<file path="config.mk">
export PLATFORM = sky130hd
export DESIGN_NAME = aes_inv_key_sched_flat
export DESIGN_NICKNAME = d
export VERILOG_FILES = /design/src/rtl/aes_inv_key_sched_if.sv /design/src/rtl/aes_inv_key_sched.sv /design/src/flat_wrapper.sv
export SDC_FILE = /design/constraint.sdc
export NUM_CORES = 1
export LEC_CHECK = 0
export ABC_AREA = 1
export CORE_MARGIN = 1.5
export CORE_UTILIZATION = 40
export DETAILED_ROUTE_END_ITERATION = 12
export HOLD_SLACK_MARGIN = 0.03
export PLACE_DENSITY = 0.62
export SYNTH_ARGS = -nofsm -noshare
export SYNTH_HDL_FRONTEND = slang
export SYNTH_SLANG_ARGS = --single-unit
</file>
<file path="constraint.sdc">
create_clock -name clk -period 5.1 [get_ports clk]
set_input_delay 0.51 -clock clk [delete_from_list [all_inputs] [get_ports clk]]
set_output_delay 0.51 -clock clk [all_outputs]
set_load 0.1 [all_outputs]
</file>
<file path="src/rtl/aes_inv_key_sched_if.sv">
// Bus between the AES-128 decryption key scheduler and its requester/consumer.
interface aes_inv_key_sched_if;
   logic         start;
   logic [127:0] key_in;
   logic         busy;
   logic         rk_valid;
   logic         rk_ready;
   logic [127:0] rk_out;
   logic [3:0]   rk_round;
   logic         done;

   modport master (
      output start, key_in, rk_ready,
      input  busy, rk_valid, rk_out, rk_round, done
   );

   modport slave (
      input  start, key_in, rk_ready,
      output busy, rk_valid, rk_out, rk_round, done
   );
endinterface

</file>
<file path="src/rtl/aes_inv_key_sched.sv">
// AES-128 decryption key scheduler: expands forward to round 10, then streams
// round keys 10..0 by undoing one expansion step per accepted key.

module sbox (
   input  logic [7:0] a,
   output logic [7:0] y
);
   localparam logic [2047:0] TBL = {
      128'h637c777bf26b6fc53001672bfed7ab76,
      128'hca82c97dfa5947f0add4a2af9ca472c0,
      128'hb7fd9326363ff7cc34a5e5f171d83115,
      128'h04c723c31896059a071280e2eb27b275,
      128'h09832c1a1b6e5aa0523bd6b329e32f84,
      128'h53d100ed20fcb15b6acbbe394a4c58cf,
      128'hd0efaafb434d338545f9027f503c9fa8,
      128'h51a3408f929d38f5bcb6da2110fff3d2,
      128'hcd0c13ec5f974417c4a77e3d645d1973,
      128'h60814fdc222a908846eeb814de5e0bdb,
      128'he0323a0a4906245cc2d3ac629195e479,
      128'he7c8376d8dd54ea96c56f4ea657aae08,
      128'hba78252e1ca6b4c6e8dd741f4bbd8b8a,
      128'h703eb5664803f60e613557b986c11d9e,
      128'he1f8981169d98e949b1e87e9ce5528df,
      128'h8ca1890dbfe6426841992d0fb054bb16
   };

   // Entry 0 sits in the top byte of the table.
   assign y = TBL[{~a, 3'b000} +: 8];
endmodule

module aes_inv_key_sched (
   input logic           clk,
   input logic           rst,
   aes_inv_key_sched_if.slave bus
);
   localparam logic [1:0] IDLE   = 2'd0;
   localparam logic [1:0] EXPAND = 2'd1;
   localparam logic [1:0] EMIT   = 2'd2;

   logic [1:0]   state;
   logic [127:0] key_q;
   logic [3:0]   cnt;
   logic         done_q;

   logic [31:0]  w0, w1, w2, w3;
   logic [31:0]  p3, sel, sub, t0;
   logic [3:0]   ridx;
   logic [7:0]   rc;
   logic [127:0] fwd, inv;

   assign w0 = key_q[127:96];
   assign w1 = key_q[95:64];
   assign w2 = key_q[63:32];
   assign w3 = key_q[31:0];

   // Recovered w3 of the previous round key feeds the sboxes while emitting.
   assign p3  = w3 ^ w2;
   assign sel = (state == EMIT) ? p3 : w3;

   sbox u_sb0 (.a(sel[23:16]), .y(sub[31:24]));
   sbox u_sb1 (.a(sel[15:8]),  .y(sub[23:16]));
   sbox u_sb2 (.a(sel[7:0]),   .y(sub[15:8]));
   sbox u_sb3 (.a(sel[31:24]), .y(sub[7:0]));

   assign ridx = (state == EMIT) ? (cnt - 4'd1) : cnt;

   always_comb begin
      rc = 8'h00;
      case (ridx)
         4'd0:    rc = 8'h01;
         4'd1:    rc = 8'h02;
         4'd2:    rc = 8'h04;
         4'd3:    rc = 8'h08;
         4'd4:    rc = 8'h10;
         4'd5:    rc = 8'h20;
         4'd6:    rc = 8'h40;
         4'd7:    rc = 8'h80;
         4'd8:    rc = 8'h1b;
         4'd9:    rc = 8'h36;
         default: rc = 8'h00;
      endcase
   end

   // Forward new w0 and inverse p0 share the same expression on w0.
   assign t0  = w0 ^ sub ^ {rc, 24'h000000};
   assign fwd = {t0, w1 ^ t0, w2 ^ w1 ^ t0, w3 ^ w2 ^ w1 ^ t0};
   assign inv = {t0, w1 ^ w0, w2 ^ w1, p3};

   always_ff @(posedge clk or posedge rst) begin
      if (rst) begin
         state  <= IDLE;
         key_q  <= '0;
         cnt    <= '0;
         done_q <= 1'b0;
      end else begin
         done_q <= 1'b0;
         case (state)
            IDLE: begin
               if (bus.start) begin
                  key_q <= bus.key_in;
                  cnt   <= '0;
                  state <= EXPAND;
               end
            end
            EXPAND: begin
               key_q <= fwd;
               cnt   <= cnt + 4'd1;
               if (cnt == 4'd9) state <= EMIT;
            end
            EMIT: begin
               if (bus.rk_ready) begin
                  if (cnt != 4'd0) begin
                     key_q <= inv;
                     cnt   <= cnt - 4'd1;
                  end else begin
                     state  <= IDLE;
                     done_q <= 1'b1;
                  end
               end
            end
            default: state <= IDLE;
         endcase
      end
   end

   assign bus.busy     = (state == EXPAND) || (state == EMIT);
   assign bus.rk_valid = (state == EMIT);
   assign bus.rk_out   = key_q;
   assign bus.rk_round = cnt;
   assign bus.done     = done_q;
endmodule

</file>
<file path="src/flat_wrapper.sv">
// flat-port wrapper written by rule: the top's interface ports become plain ports
module aes_inv_key_sched_flat 
  (clk, rst, bus_start, bus_key_in, bus_rk_ready, bus_busy, bus_rk_valid, bus_rk_out, bus_rk_round, bus_done);
  aes_inv_key_sched_if bus_i ();
  input logic clk;
  input logic rst;
  input wire logic [$bits(bus_i.start)-1:0] bus_start;
  input wire logic [$bits(bus_i.key_in)-1:0] bus_key_in;
  input wire logic [$bits(bus_i.rk_ready)-1:0] bus_rk_ready;
  output wire logic [$bits(bus_i.busy)-1:0] bus_busy;
  output wire logic [$bits(bus_i.rk_valid)-1:0] bus_rk_valid;
  output wire logic [$bits(bus_i.rk_out)-1:0] bus_rk_out;
  output wire logic [$bits(bus_i.rk_round)-1:0] bus_rk_round;
  output wire logic [$bits(bus_i.done)-1:0] bus_done;
  assign bus_i.start = bus_start;
  assign bus_i.key_in = bus_key_in;
  assign bus_i.rk_ready = bus_rk_ready;
  assign bus_busy = bus_i.busy;
  assign bus_rk_valid = bus_i.rk_valid;
  assign bus_rk_out = bus_i.rk_out;
  assign bus_rk_round = bus_i.rk_round;
  assign bus_done = bus_i.done;
  aes_inv_key_sched u_core (.clk(clk), .rst(rst), .bus(bus_i));
endmodule
</file>
Word level (Yosys, flattened, before mapping)
Memories as Yosys holds them, arrays and structs flattened.
Index checks and enable logic that the tools add are counted.
{ "op_classes": {"reduce_logical": 6, "n_shift": 4, "n_eq_ne": 8, "n_mux": 18, "n_addsub": 2, "n_bitwise": 13} }
{ "ops": {"columns": ["cell", "n"], "rows": [
  ["2048-bit by 12-bit indexed part select with 8-bit output (first input constant)", 4],
  ["128-bit 2-to-1 mux", 3],
  ["128-bit case mux with 3 select lines", 1],
  ["32-bit XOR", 9],
  ["32-bit 2-to-1 mux", 1],
  ["8-bit NOT", 4],
  ["4-bit 2-to-1 mux", 4],
  ["4-bit case mux with 3 select lines", 1],
  ["2-bit 2-to-1 mux", 4],
  ["4-bit AND reduction", 2],
  ["2-bit inequality test (second input constant)", 3],
  ["2-bit case mux with 3 select lines", 1],
  ["4-bit by 1-bit adder with 4-bit output (second input constant)", 1],
  ["4-bit == test (second input constant)", 1],
  ["2-bit by 1-bit inequality test with 1-bit output (second input constant)", 2],
  ["4-bit nonzero test", 1],
  ["4-bit by 1-bit subtractor with 4-bit output (second input constant)", 1],
  ["1-bit 2-to-1 mux", 3],
  ["3-bit nonzero test", 1],
  ["2-bit by 1-bit == test with 1-bit output (second input constant)", 1],
  ["2-bit == test (second input constant)", 1],
  ["2-bit zero test", 1],
  ["1-bit logical OR", 1]
]} }
{ "totals": {"romBits": 128, "inputBits": 132, "out_inout_bits": 135, "regBits": 135, "n_memories": 1, "elab_cells": 56} }
{ "memory_table": {"columns": ["memory", "depth", "width", "rd", "rd_clocked_by_memory_dff", "wr", "line", "rtl"], "rows": [
  ["(no name shown)", 16, 8, 1, 0, 0, "aes_inv_key_sched.sv:69", "case (ridx)"]
]} }

Depth between registers and ports, before layout
{ "depth": {"word_depth": 9, "depth_mapped": 28, "mapped_depth_nobuf": 25} }

Modules after synthesis
A second synthesis with hierarchy kept.
{ "unflattened": {"cells_unflattened": 3938, "area_unflattened_um2": 21717.1} }
{ "by_module_without_submodules": {"columns": ["module", "area_per_inst_um2", "seq_area_each_um2", "instances", "cells_each"], "rows": [
  ["sbox", 2911.5, 0.0, 4, 626],
  ["aes_inv_key_sched", 10070.9, 3378.2, 1, 1434]
]} }

Worst setup path after synthesis
No wires, ideal clock.
{ "synth_path": {"path_type": "register to register", "startpoint": "register u_core.state[0]", "endpoint": "register u_core.key_q[62] (netlist: u_core.bus.rk_out[62])", "path_stages_with_launch": 25, "setup_time_ns": 0.120, "period_less_slack_ns": 3.698, "required_ns": 4.980, "path_slack_ns": 1.402, "arrival_ns": 3.578, "n_path_buf": 1, "path_cell_list": "dfrtp_1 inv_1 ha_1 inv_2 buf_2 nand2_1 nand2_1 ha_1 inv_1 nand3_1 nand2_1 inv_1 nand2_1 nand3_1 nand3_1 nand3_1 nand3_1 nand2_1 nand2_1 nand2_1 xor2_1 nand2_1 nand2_1 nand2_1 nand2_1"} }
{ "synth_between": {"elab_chain_len": 8, "elab_cells_between_ends": 17, "classes_between": "eq/ne: 5; shift: 1; mux: 3; bitwise: 4; reduce/logical: 3; memory: 1"} }
{ "synth_rtl": {"columns": ["item", "line", "rtl"], "rows": [
  ["start: declaration", "aes_inv_key_sched.sv:40", "logic [1:0] state;"],
  ["start signal: assignment", "aes_inv_key_sched.sv:91", "state <= IDLE;"],
  ["start signal: assignment", "aes_inv_key_sched.sv:102", "state <= EXPAND;"],
  ["start signal: assignment", "aes_inv_key_sched.sv:108", "if (cnt == 4'd9) state <= EMIT;"],
  ["2-bit == test *", null, null],
  ["net bus_rk_valid", "flat_wrapper.sv:11", "output wire logic [$bits(bus_i.rk_valid)-1:0] bus_rk_valid;"],
  ["32-bit 2-to-1 mux", "aes_inv_key_sched.sv:58", "assign sel = (state == EMIT) ? p3 : w3;"],
  ["8-bit NOT", "aes_inv_key_sched.sv:28", "assign y = TBL[{~a, 3'b000} +: 8];"],
  ["2048-bit by 12-bit indexed part select with 8-bit output", "aes_inv_key_sched.sv:28", null],
  ["32-bit XOR (2 in a row)", "aes_inv_key_sched.sv:85", "assign t0 = w0 ^ sub ^ {rc, 24'h000000};"],
  ["32-bit XOR", "aes_inv_key_sched.sv:86", "assign fwd = {t0, w1 ^ t0, w2 ^ w1 ^ t0, w3 ^ w2 ^ w1 ^ t0};"],
  ["128-bit case mux with 3 select lines", "aes_inv_key_sched.sv:97", "case (state)"],
  ["end signal: assignment", "aes_inv_key_sched.sv:100", "key_q <= bus.key_in;"],
  ["end signal: assignment", "aes_inv_key_sched.sv:106", "key_q <= fwd;"],
  ["end signal: assignment", "aes_inv_key_sched.sv:113", "key_q <= inv;"],
  ["end: declaration", "aes_inv_key_sched.sv:41", "logic [127:0] key_q;"]
]} }
Mark *: on every way through the listed nets, which the timed path passes. The rest lies on a longest branch.
A chain may end at the register's enable or synchronous reset.

Worst setup path in the final report
{ "layout_path": {"startpoint": "register u_core.state[0]", "endpoint": "register u_core.key_q[16] (netlist: u_core.bus.rk_out[16])"} }
{ "layout_between": {"elab_chain_len": 8, "elab_cells_between_ends": 15, "classes_between": "eq/ne: 5; shift: 1; mux: 2; bitwise: 4; reduce/logical: 3"} }
{ "layout_rtl": {"columns": ["item", "line"], "rows": [
  ["2-bit == test", "aes_inv_key_sched.sv:58, aes_inv_key_sched.sv:97"],
  ["32-bit 2-to-1 mux", "aes_inv_key_sched.sv:58"],
  ["8-bit NOT", "aes_inv_key_sched.sv:28"],
  ["2048-bit by 12-bit indexed part select with 8-bit output", "aes_inv_key_sched.sv:28"],
  ["32-bit XOR (2 in a row)", "aes_inv_key_sched.sv:85"],
  ["32-bit XOR", "aes_inv_key_sched.sv:86"],
  ["128-bit case mux with 3 select lines", "aes_inv_key_sched.sv:97"]
]} }
Parallel ways exist; a longest one is shown, timed or not.

==> impl_metrics.toml <==
[finish]
stdcell_count = 5337
drive_above_1_share_pct = 4.59
areaGrowthSynthToFinish_pct = 15.9
design_area_sq_um = 27100
fillers = 6376
fin_nets = 4744
final_core_util_pct = 46.9

[setup_path]
crit_top_cell = "nand2_1"
cp_data_required_time_ps = 5500
cp_max_fo = 53
critPathLaunchType = "flip-flop"
cp-startpoint = "u_core.state[0]"
endpoint_kind = "flip-flop"
reg2reg_from = "u_core.state[0]"
arrival_ps = 4940
crit_slowest_cell = "inv_4"
slowest_delay_ps = 550
crit_type = "flip-flop to flip-flop"

[cts]
cts.htree.levels = 4
cts_buffers = 17
postCtsResizedCells = 0
clock_latency_ps = 500
cts_num_sinks = 135
cts_buffer_depth = 2
cts_root_buf = "clkbuf_16"
clk_pin_slew_ps = 70
cts_tree = "done"
post-cts-setup-buffer-count = 0
cts_hold_buf = 0

[global_route]
grt_pass1_vias = 29200
gr-total-overflow = 0
grt_pass1_wl_mm = 180
grt_max_degree = 101
antenna_found_initial = 3
grt_use_total_pct = 39.1

[status]
outcome = "completed"

[yosys]
ys_seq_elements = 135
synth_fp_nets = 4638
synth_area_sq_um = 23300
synth-seq-area-share_pct = 14.5
postSynthAreaPerCell_sq_um = 5.24
synth_ff_type = "dfrtp_1"
yosysWarnings = 0
async_flop_share_pct = 100
synth_edf_count = 0
synth_cell_types = 41
syn_inst = 4452

[sta]
setup_violations = 0
fmax_mhz = 221
rsz0062_at_grt = "no"
hold_viol = 0
fin_tns_setup_ps = 0
slew_headroom_pct = 17.7
fin_skew_ps = 11.1
slew_viol_final = 0
fin_crit_sh_pct = 88.9
worst_slew_pin_slew_ps = 1230
period_minus_slack_ps = 4530

[drt]
drt_first_iter_violations = 4762
dr.pass1.iters = 7
wl_per_cell_um = 22.6
drcViolationCount = 0
wirelength_mm = 121
antenna_left = 0
routed_via_density = 6.08
vias = 32500

[floorplan]
die_area_sq_um = 59800
fp.dieH_um = 245
ioPinCount = 267
rows = 88
fp.dieW_um = 245
initial_utilization_pct = 40.5
fp.coreArea_sq_um = 57700

[place]
place_area_sq_um = 26500
gp_congestion = 1.11
placedCellCount = 5304
dp_hpwl_mm = 88.2
port_buffers = 266

[min_path]
hold_path_class = "primary input to asynchronous set/reset pin"

[job]
drv_cap = 0
kinds of logic (layout without fill, tap and decap cells):
family | Yosys count | count (layout) | synth area share [%]
other | 0 | 1 | 0
AOI/OAI and AO/OA | 360 | 360 | 8.65
and+or+nand+nor | 3262 | 3262 | 60.8
DFF | 135 | 135 | 14.5
xor gates and xnor gates | 72 | 72 | 2.70
adders and majority gates | 54 | 54 | 2.89
buffers and inverters | 569 | 688 | 10.5
critical path, delay by kind of cell (launching register included):
family	cells	cell delay (ps)
AND/OR/NAND/NOR	19	2560
adder cells (fa/ha/maj)	2	530
flip-flops	1	380
buffers and inverters	4	940
path summary, 6_finish.rpt:
path / to / slack (ps) / cells after the start
max in group asynchronous: u_core.bus.rk_out[42] / 3540 / 3
setup reg to reg: u_core.bus.rk_out[16] / 570 / 25
hold reg to reg: u_core.bus.rk_out[4] / 550 / 2
min in group clk: u_core.bus.rk_out[4] / 550 / 2
hold / removal: u_core.bus.rk_out[53] / 500 / 2
setup / recovery: u_core.bus.rk_out[16] / 570 / 25
cell usage after synthesis, types with 12 or more instances:
cell type  instances  area, sq um
buf_6             12          135
a21oi_1          177          886
nand2_1         1592         5980
o21ai_1           25          125
nor2_1           275         1030
buf_2            111          556
nand2_2           30          188
xnor2_1           19          166
clkbuf_1         114          428
a22oi_1           33          248
xor2_1            53          464
nand3_1         1298         6500
ha_1              54          676
inv_1            291         1090
buf_4             21          158
nand4_1           22          138
nand3b_1          19          143
o211ai_1          14          105
dfrtp_1          135         3380
o21ai_0           82          410
cell type report:
type                    count  area [sq um]  share of cell area (%)
multi-input cells        3748         17600                    65.2
repair buffers            353          3340                    12.3
diodes                      1          2.50                 0.00925
clock buffers              21           480                    1.78
clock inverters            11           121                   0.448
inverters                 303          1150                    4.24
well taps                 765           957                    3.54
flip-flops and latches    135          3380                    12.5
cell usage in the layout (no fill, tap or decap), types with 5 or more instances in the layout:
master           instances
o21ai_4                  7
nand2_2                 35
or2_2                    9
nand3b_1                19
nand3_1               1298
inv_1                  287
o21ai_2                  5
xnor2_1                 19
o21ai_0                 81
clkinv_2                 5
inv_2                   10
dfrtp_1                135
nand4_1                 22
a31oi_1                  8
nand2_1               1586
buf_4                   85
ha_1                    50
nor2_1                 275
clkinvlp_4               5
clkbuf_16               17
o21ai_1                 22
o211ai_1                14
a22oi_1                 33
nand2_4                  6
xor2_1                  53
a21oi_1                176
clkdlybuf4s50_1        266
sequential cells by signal, indices dropped and copies added, names as in the netlist:
signal,count
u_core.state,2
u_core.bus.rk_round,4
u_core.bus.rk_out,128
u_core.bus.done,1
through the flow:
| step | worst slack, ps | hold WS [ps] |
|---|---|---|
| finish | 565 | 499 |
| global route | 269 | 557 |
| CTS | 720 | 518 |
| detailed placement | 743 | 523 |
| global placement | 778 | 527 |
| floorplan | 979 | 594 |
per-layer routing:
metal | vias up | share of wire (%) | global-route usage, %
li1 | 14900 | - | -
met1 | 14800 | 40 | 52.5
met2 | 2243 | 42 | 58.0
met3 | 441 | 12 | 8.76
met4 | 6 | 5.4 | 20.0
met5 | - | 0.093 | 1.06
Power is left out: the tool's default activity adds up to more than one toggle a clock period on the data nets, which glitch-free logic cannot reach.
